===== src/rtl/sram_pkg.sv =====
// Shared types and constants for the MEM-stage SRAM controller.
package sram_pkg;

  localparam int SRAM_ADDR_W = 18;
  localparam int SRAM_DATA_W = 16;
  localparam logic [31:0] DEFAULT_BASE_ADDR = 32'd1024;

  typedef enum logic [2:0] {
    IDLE,
    RD_LO,
    RD_HI,
    WR_LO,
    WR_HI,
    DONE
  } state_t;

  // A 32-bit word occupies two consecutive SRAM half-words, low half first.
  function automatic logic [SRAM_ADDR_W-1:0] half_addr(input logic [16:0] word,
                                                       input logic       hi);
    return {word, hi};
  endfunction

endpackage


===== src/rtl/sram_controller.sv =====
// Serves one 32-bit MEM-stage load/store as two 16-bit async SRAM accesses.
// Define SRAM_RANGE_CHECK_EN to short-circuit out-of-range addresses.
module sram_controller
  import sram_pkg::*;
#(
  parameter int unsigned HALF_CYCLES = 3,
  parameter logic [31:0] BASE_ADDR   = DEFAULT_BASE_ADDR
) (
  input  logic                   clk,
  input  logic                   rst,
  input  logic                   wr_en,
  input  logic                   rd_en,
  input  logic [31:0]            address,
  input  logic [31:0]            write_data,
  output logic [31:0]            read_data,
  output logic                   ready,
  output logic [SRAM_ADDR_W-1:0] sram_addr,
  output logic [SRAM_DATA_W-1:0] sram_dq_out,
  output logic                   sram_dq_oe,
  input  logic [SRAM_DATA_W-1:0] sram_dq_in,
  output logic                   sram_we_n
);

  state_t                 state;
  state_t                 state_next;
  logic [3:0]             phase_cnt;
  logic                   last_phase;
  logic                   in_access;
  logic                   state_change;
  logic [31:0]            offset;
  logic [16:0]            word;
  logic                   in_range;
  logic [SRAM_DATA_W-1:0] lo_data;
  logic                   unused_low_bits;

  assign offset          = address - BASE_ADDR;
  assign word            = offset[18:2];
  assign unused_low_bits = ^offset[1:0];
  assign last_phase      = (phase_cnt == 4'(HALF_CYCLES - 1));
  assign in_access       = (state == RD_LO) || (state == RD_HI) ||
                           (state == WR_LO) || (state == WR_HI);
  assign state_change    = (state_next != state);

`ifdef SRAM_RANGE_CHECK_EN
  assign in_range = (address >= BASE_ADDR) && (offset[31:19] == 13'd0);
`else
  logic unused_high_bits;
  assign in_range         = 1'b1;
  assign unused_high_bits = ^offset[31:19];
`endif

  always_ff @(posedge clk or posedge rst) begin
    if (rst) begin
      state <= IDLE;
    end else begin
      state <= state_next;
    end
  end

  // Writes take priority when the MEM stage raises both enables.
  always_comb begin
    state_next = state;
    case (state)
      IDLE: begin
        if (wr_en) begin
          state_next = in_range ? WR_LO : DONE;
        end else if (rd_en) begin
          state_next = in_range ? RD_LO : DONE;
        end
      end
      RD_LO:   if (last_phase) state_next = RD_HI;
      RD_HI:   if (last_phase) state_next = DONE;
      WR_LO:   if (last_phase) state_next = WR_HI;
      WR_HI:   if (last_phase) state_next = DONE;
      DONE:    state_next = IDLE;
      default: state_next = IDLE;
    endcase
  end

  always_ff @(posedge clk or posedge rst) begin
    if (rst) begin
      phase_cnt <= '0;
    end else if (state_change) begin
      phase_cnt <= '0;
    end else if (in_access) begin
      phase_cnt <= phase_cnt + 4'd1;
    end
  end

  // Address and write data are loaded only on phase entry so they stay flat
  // for the whole half-access.
  always_ff @(posedge clk or posedge rst) begin
    if (rst) begin
      sram_addr   <= '0;
      sram_dq_out <= '0;
    end else if (state_change) begin
      case (state_next)
        RD_LO: sram_addr <= half_addr(word, 1'b0);
        RD_HI: sram_addr <= half_addr(word, 1'b1);
        WR_LO: begin
          sram_addr   <= half_addr(word, 1'b0);
          sram_dq_out <= write_data[15:0];
        end
        WR_HI: begin
          sram_addr   <= half_addr(word, 1'b1);
          sram_dq_out <= write_data[31:16];
        end
        default: ;
      endcase
    end
  end

  always_ff @(posedge clk or posedge rst) begin
    if (rst) begin
      lo_data   <= '0;
      read_data <= '0;
    end else if (state == RD_LO && last_phase) begin
      lo_data <= sram_dq_in;
    end else if (state == RD_HI && last_phase) begin
      read_data <= {sram_dq_in, lo_data};
    end
`ifdef SRAM_RANGE_CHECK_EN
    else if (state == IDLE && state_next == DONE && !wr_en) begin
      read_data <= '0;
    end
`endif
  end

  // we_n rises on the last cycle of a write phase so data is held across the
  // rising edge; with single-cycle phases there is no room for that.
  always_comb begin
    ready      = 1'b0;
    sram_we_n  = 1'b1;
    sram_dq_oe = 1'b0;
    case (state)
      IDLE: ready = !(rd_en || wr_en);
      DONE: ready = 1'b1;
      WR_LO, WR_HI: begin
        sram_dq_oe = 1'b1;
        sram_we_n  = (HALF_CYCLES == 1) ? 1'b0 : last_phase;
      end
      default: ;
    endcase
  end

endmodule


===== config.mk =====
export PLATFORM = sky130hd
export DESIGN_NAME = sram_controller
export DESIGN_NICKNAME = d
export VERILOG_FILES = /design/src/rtl/sram_pkg.sv /design/src/rtl/sram_controller.sv
export SDC_FILE = /design/constraint.sdc
export NUM_CORES = 1
export LEC_CHECK = 0
export ABC_AREA = 1
export BUFFER_PORTS_ARGS = -buffer_cell sky130_fd_sc_hd__buf_2
export CORE_ASPECT_RATIO = 1.4
export CORE_MARGIN = 3
export CORE_UTILIZATION = 35
export DETAILED_ROUTE_END_ITERATION = 7
export PLACE_DENSITY_LB_ADDON = 0.15
export SLEW_MARGIN = 20
export SYNTH_ARGS = -nofsm -noshare
export SYNTH_HDL_FRONTEND = slang
export SYNTH_SLANG_ARGS = --single-unit

===== constraint.sdc =====
create_clock -name clk -period 2.6 [get_ports clk]
set_clock_uncertainty 0.2 [all_clocks]
set_input_delay 0.13 -clock clk [delete_from_list [all_inputs] [get_ports clk]]
set_output_delay 0.13 -clock clk [all_outputs]
set_load 0.03 [all_outputs]

# == Yosys cells after proc, flatten, opt, wreduce, memory -nomap -nowiden ==
# Cells that the tools add are included.
# op_classes
add_sub_neg,2
muxes,13
eq_ne,11
reduce_logical,18
bitwise_logic,1
# ops
operator,count
$pmux 18 s2,1
$pmux 16 s2,1
$sub 19x11->19 const B,1
$mux 3,5
$eq 3x2->1 const B,4
$pmux 3 s4,1
$eq 3x3->1 const B,3
$mux 4,2
$reduce_or 2->1,4
$eq 3x1->1 const B,2
$reduce_and 2->1,3
$reduce_bool 2->1,3
$add 4x1->4 const B,1
$eq 4x2->1 const B,1
$logic_or 1x1->1,4
$logic_not 3->1,1
$ne 3x3->1,1
$logic_and 1x1->1,2
$mux 1,2
$pmux 1 s2,1
$logic_not 1->1,1
$not 1->1,1
# word_totals
wordCells,51
register_bits,89
inputBits,84

# == Logic depth before layout (Yosys ltp) ==
# logic_depth
depth_word,7
depth_mapped,13
depth_no_buf,12

# == Worst setup path after synthesis ==
# Ideal clock, no wire load.
# synth_path
path_kind,flip-flop to output port
startpoint,register state[2]
endpoint,output sram_we_n
required_ns,2.270
setup_slack_ns,0.595
path_buffers,1
stages_incl_launch_ff,4
t_arrival_ns,1.675
cell_sequence,dfrtp_1 buf_2 o21ai_0 nand2_1
# synth_between
elab_chain_cells,3
# synth_rtl
item,line,text
start: declaration,sram_controller.sv:24,state_t state;
start signal: assignment,sram_controller.sv:56,state <= state_next;
$eq 3x2->1 / $eq 3x3->1 (equally long branches),sram_controller.sv:135,case (state)
$reduce_or 2->1 (*),sram_controller.sv:135,
$mux 1 (*),sram_controller.sv:135,
end: declaration,sram_controller.sv:21,output logic sram_we_n
# Every way passes the cells marked *; elsewhere a longest branch is shown, timed or not.

# == Worst setup path after layout ==
# layout_path
startpoint,register phase_cnt[0]
endpoint,register sram_dq_out[7]
# layout_between
elab_chain_cells,6
# layout_rtl
item,line,text
start: declaration,sram_controller.sv:26,logic [3:0] phase_cnt;
start signal: assignment,sram_controller.sv:86,phase_cnt <= phase_cnt + 4'd1;
$eq 4x2->1 (*),sram_controller.sv:39,assign last_phase = (phase_cnt == 4'(HALF_CYCLES - 1));
$mux 3 (on tied branches),n/a,
$pmux 3 s4 (*),sram_controller.sv:63,case (state)
$eq 3x3->1 / $eq 3x2->1 (equally long branches),sram_controller.sv:97,case (state_next)
$reduce_bool 2->1 (no line),n/a,
$reduce_and 2->1 (no line),n/a,
end signal: assignment,sram_controller.sv:102,sram_dq_out <= write_data[15:0];
end signal: assignment,sram_controller.sv:106,sram_dq_out <= write_data[31:16];
end: declaration,sram_controller.sv:18,"output logic [SRAM_DATA_W-1:0] sram_dq_out,"
# Marked as above.
# A chain may end at the register's enable or synchronous reset.

==> impl_metrics.env <==
export IMPL_outcome="finished, final reports clean"
export IMPL_wl_um=10580
export IMPL_final_core_util_pct=52.23
export IMPL_rr_endpoint="sram_dq_out[7]"
export IMPL_maxCapViolCount=0
export IMPL_cp_max_fo=8
export IMPL_grt_pass1_vias=3797
export IMPL_cp_depth=12
export IMPL_hold_class="primary input to flip-flop"
export IMPL_hpwlAfterDp_um=6954
export IMPL_vias_per_cell=4.616
export IMPL_track_usage_pct=16.30
export IMPL_synthTopCellsByArea="dfrtp_1 54%, nand2_1 15%, nand3_1 7.0%"
export IMPL_grt_pass1_wl_um=17740
export IMPL_cts_buffers=9
export IMPL_path_cells="inv_1 -> ha_2 -> nand2_2 -> nand2_2 -> nand2_2 -> inv_4 -> nand3_4 -> nand2_1 -> nand2_1 -> dlygate4sd3_1 -> nand3_1 -> nand2_1"
export IMPL_critPathLaunchType="flip-flop"
export IMPL_syn_area_mm2=0.004104
export IMPL_coreArea_mm2=0.01140
export IMPL_cts_root_buf="clkbuf_16"
export IMPL_intPower_mw=4.134
export IMPL_cts_tree="built"
export IMPL_setup_tns_ps=0
export IMPL_syn_to_final_growth_pct=45.03
export IMPL_slew_headroom_pct=65.59
export IMPL_ys_seq_area_share_pct=54.27
export IMPL_drive_gt1_share_pct=31.20
export IMPL_timing_fmax_mhz=405.9
export IMPL_num_vias=3771
export IMPL_cts_sinks=89
export IMPL_drcViolationCount=0
export IMPL_synth_area_leader_cell="dfrtp_1"
export IMPL_reg2reg_from="phase_cnt[0]"
export IMPL_fin_crit_sh_pct=94.75
export IMPL_critPathTopFamily="buffers and inverters"
export IMPL_io_buffers=137
export IMPL_diodes=0
export IMPL_syn_avg_cell_area_um2=8.845
export IMPL_rrSetupSlack_ps=140
export IMPL_htreeDepth=3
export IMPL_crit_slowest_cell="dlygate4sd3_1"
export IMPL_required_ps=2620
export IMPL_ir_drop_mv=0.5669
export IMPL_antenna_found_initial=0
export IMPL_hold_viol=0
export IMPL_p_leak_nw=3.226
export IMPL_startpoint="phase_cnt[0]"
export IMPL_synth_seq_cells=89
export IMPL_drtIter0Drc=138
export IMPL_drv_slew=0
export IMPL_p_total_mw=7.913
export IMPL_die_x_um=97.52
export IMPL_synth_cells=464
export IMPL_syn_num_nets=551
export IMPL_clk_latency_ps=330
export IMPL_drt_wirelength_per_cell_um=12.94
export IMPL_start_util_pct=36.01
export IMPL_seq_power_share_pct=31.0
export IMPL_endpoint_kind="flip-flop"
export IMPL_die_area_mm2=0.01308
export IMPL_path_class="flip-flop to flip-flop"
export IMPL_yosysWarnings=0
export IMPL_p_comb_share_pct=52.1
export IMPL_dr_pass1_iters=5
export IMPL_rsz0062_at_grt="false"
export IMPL_synth_cell_types=23
export IMPL_critPathBufInv=3
export IMPL_antenna_left=0
export IMPL_tightest_slew_ps=515.1
export IMPL_timing_final_crit_period_ps=2463
export IMPL_ff2ff_path_depth=12
export IMPL_clk_path_buf_depth=2
export IMPL_swShare_pct=47.76
export IMPL_fin_nets=755
export IMPL_setup_violations=0
export IMPL_grt_overflow_total=0
export IMPL_timing_final_ws_setup_ps=136.5
export IMPL_synth_top_area_share_pct=54.27
export IMPL_cpPeakStageDelay_ps=560
export IMPL_final_cells=817
export IMPL_clk_pin_slew_worst_paths_ps=70
export IMPL_pwr_density_cell_mw_per_mm2=1330
export IMPL_io_pins=153
export IMPL_p_sw_mw=3.780
export IMPL_grt_max_degree=69
export IMPL_preCtsSetupSlack_ps=220.8
export IMPL_rows=46
export IMPL_placed_cells=731
export IMPL_die_h_um=134.1
export IMPL_gp_congestion=0.7910
export IMPL_cp_endpoint="sram_dq_out[7]"
export IMPL_pwr_share_clk_pct=16.8
export IMPL_crit_arrival_ps=2480
-- tightest hold or removal path, stage by stage --
cell     delay (ps)
buf_2           110
inv_1            70
xor2_1           70
nand3_1          70
nand2_1          50
-- logic make-up (layout without fill, tap and decap cells) --
family / Yosys count / count (layout) / share of synthesized area [%]
buffers and inverters: 55 / 263 / 5.975
muxes: 16 / 16 / 4.390
DFF: 89 / 89 / 54.27
AOI/OAI and AO/OA: 35 / 35 / 4.268
and+or+nand+nor: 259 / 260 / 28.69
xor gates and xnor gates: 7 / 7 / 1.494
adders and majority gates: 3 / 3 / 0.9147
-- power groups by stage --
| stage | Combinational [mW] | Clock, mW | Sequential [mW] |
|---|---|---|---|
| after global placement | 3.94 | 0 | 2.45 |
| final | 4.13 | 1.33 | 2.45 |
| after global routing | 4.55 | 1.43 | 2.55 |
| after CTS | 4.10 | 1.38 | 2.46 |
| after detailed placement | 4.00 | 0 | 2.47 |
| after floorplan | 2.01 | 0 | 3.46 |
-- flip-flops by register name, summed over array words and instances, names as in the netlist --
name and count:
phase_cnt 4, state 3, lo_data 16, sram_addr 18
read_data 32, sram_dq_out 16
-- worst min-delay path by stage --
stage                      from            end  slack [ps]  cells after the start
finish              address[14]  sram_addr[13]          20                      5
global route        address[14]  sram_addr[13]          50                      5
CTS                 address[14]  sram_addr[13]          10                      5
detailed placement          rst  read_data[18]         -10                      2
global placement            rst   read_data[2]         -20                      2
floorplan            address[2]   sram_addr[1]          80                      2
-- cell usage after synthesis --
master	instances
nand3_2	3
and2_1	1
nand2_4	4
mux2_2	16
dfrtp_1	89
inv_1	30
xnor2_1	1
nor2_4	3
o21ai_0	35
nand2_2	8
xor2_1	6
buf_6	2
nor3_1	2
clkbuf_1	6
nand3_4	2
nor2_1	12
nand3_1	57
inv_2	6
buf_2	7
buf_4	4
nand2_1	163
ha_1	3
nand4_1	4
-- per-layer routing --
layer / GRT usage [%] / vias up / share of wire (%)
met5: 0 / - / 0
met4: 5.466 / 0 / 1.4
met3: 4.422 / 14 / 6.1
met2: 27.80 / 120 / 51
met1: 19.99 / 1749 / 42
li1: - / 1888 / -
-- cell type report --
class                           instances  area [µm²]
Clock inverter                          6       72.57
Multi-Input combinational cell        321        1662
Fill cell                            1054        5444
Inverter                               36       141.4
Timing Repair Buffer                  211        1430
Tap cell                              144       180.2
Clock buffer                           10       239.0
Sequential cell                        89        2227
-- placed cells by master (no fill, tap or decap) --
master         netlist  routed
nor3_1               2       1
o21ai_0             35      35
buf_6                2       1
nor3_2               0       1
clkinv_4             0       2
xor2_1               6       6
dlygate4sd3_1        0      64
inv_6                0       2
buf_12               0       2
clkbuf_16            0       9
clkbuf_8             0       1
nand4_1              4       4
ha_2                 0       1
nand3_1             57      56
dfrtp_1             89      89
nand2_1            163     163
buf_2                7     137
inv_1               30      29
inv_4                0       1
inv_2                6       5
mux2_2              16      16
clkinvlp_4           0       2
and2_1               1       1
nor2_1              12      12
xnor2_1              1       1
nand3_2              3       4
nand2_2              8       8
ha_1                 3       2
bufinv_16            0       1
nand2_4              4       4
buf_4                4       7
nand3_4              2       3
nor2_4               3       3
-- through the flow --
step / hold slack [ps] / cell area [µm²]
after floorplan: 75.37 / 4108
after global placement: -16.16 / 4931
after detailed placement: -11.43 / 4931
after CTS: 10.40 / 5883
after global routing: 50.78 / 5952
final: 18.67 / 5952
-- repair_timing --
item,in CTS,in global routing
buffers inserted,0,5
hold buffers,64,0
gates resized for setup,0,5
endpoints found under the hold margin,84,0
endpoints found under the setup margin,0,11
Power figures use the tool's default switching activity.
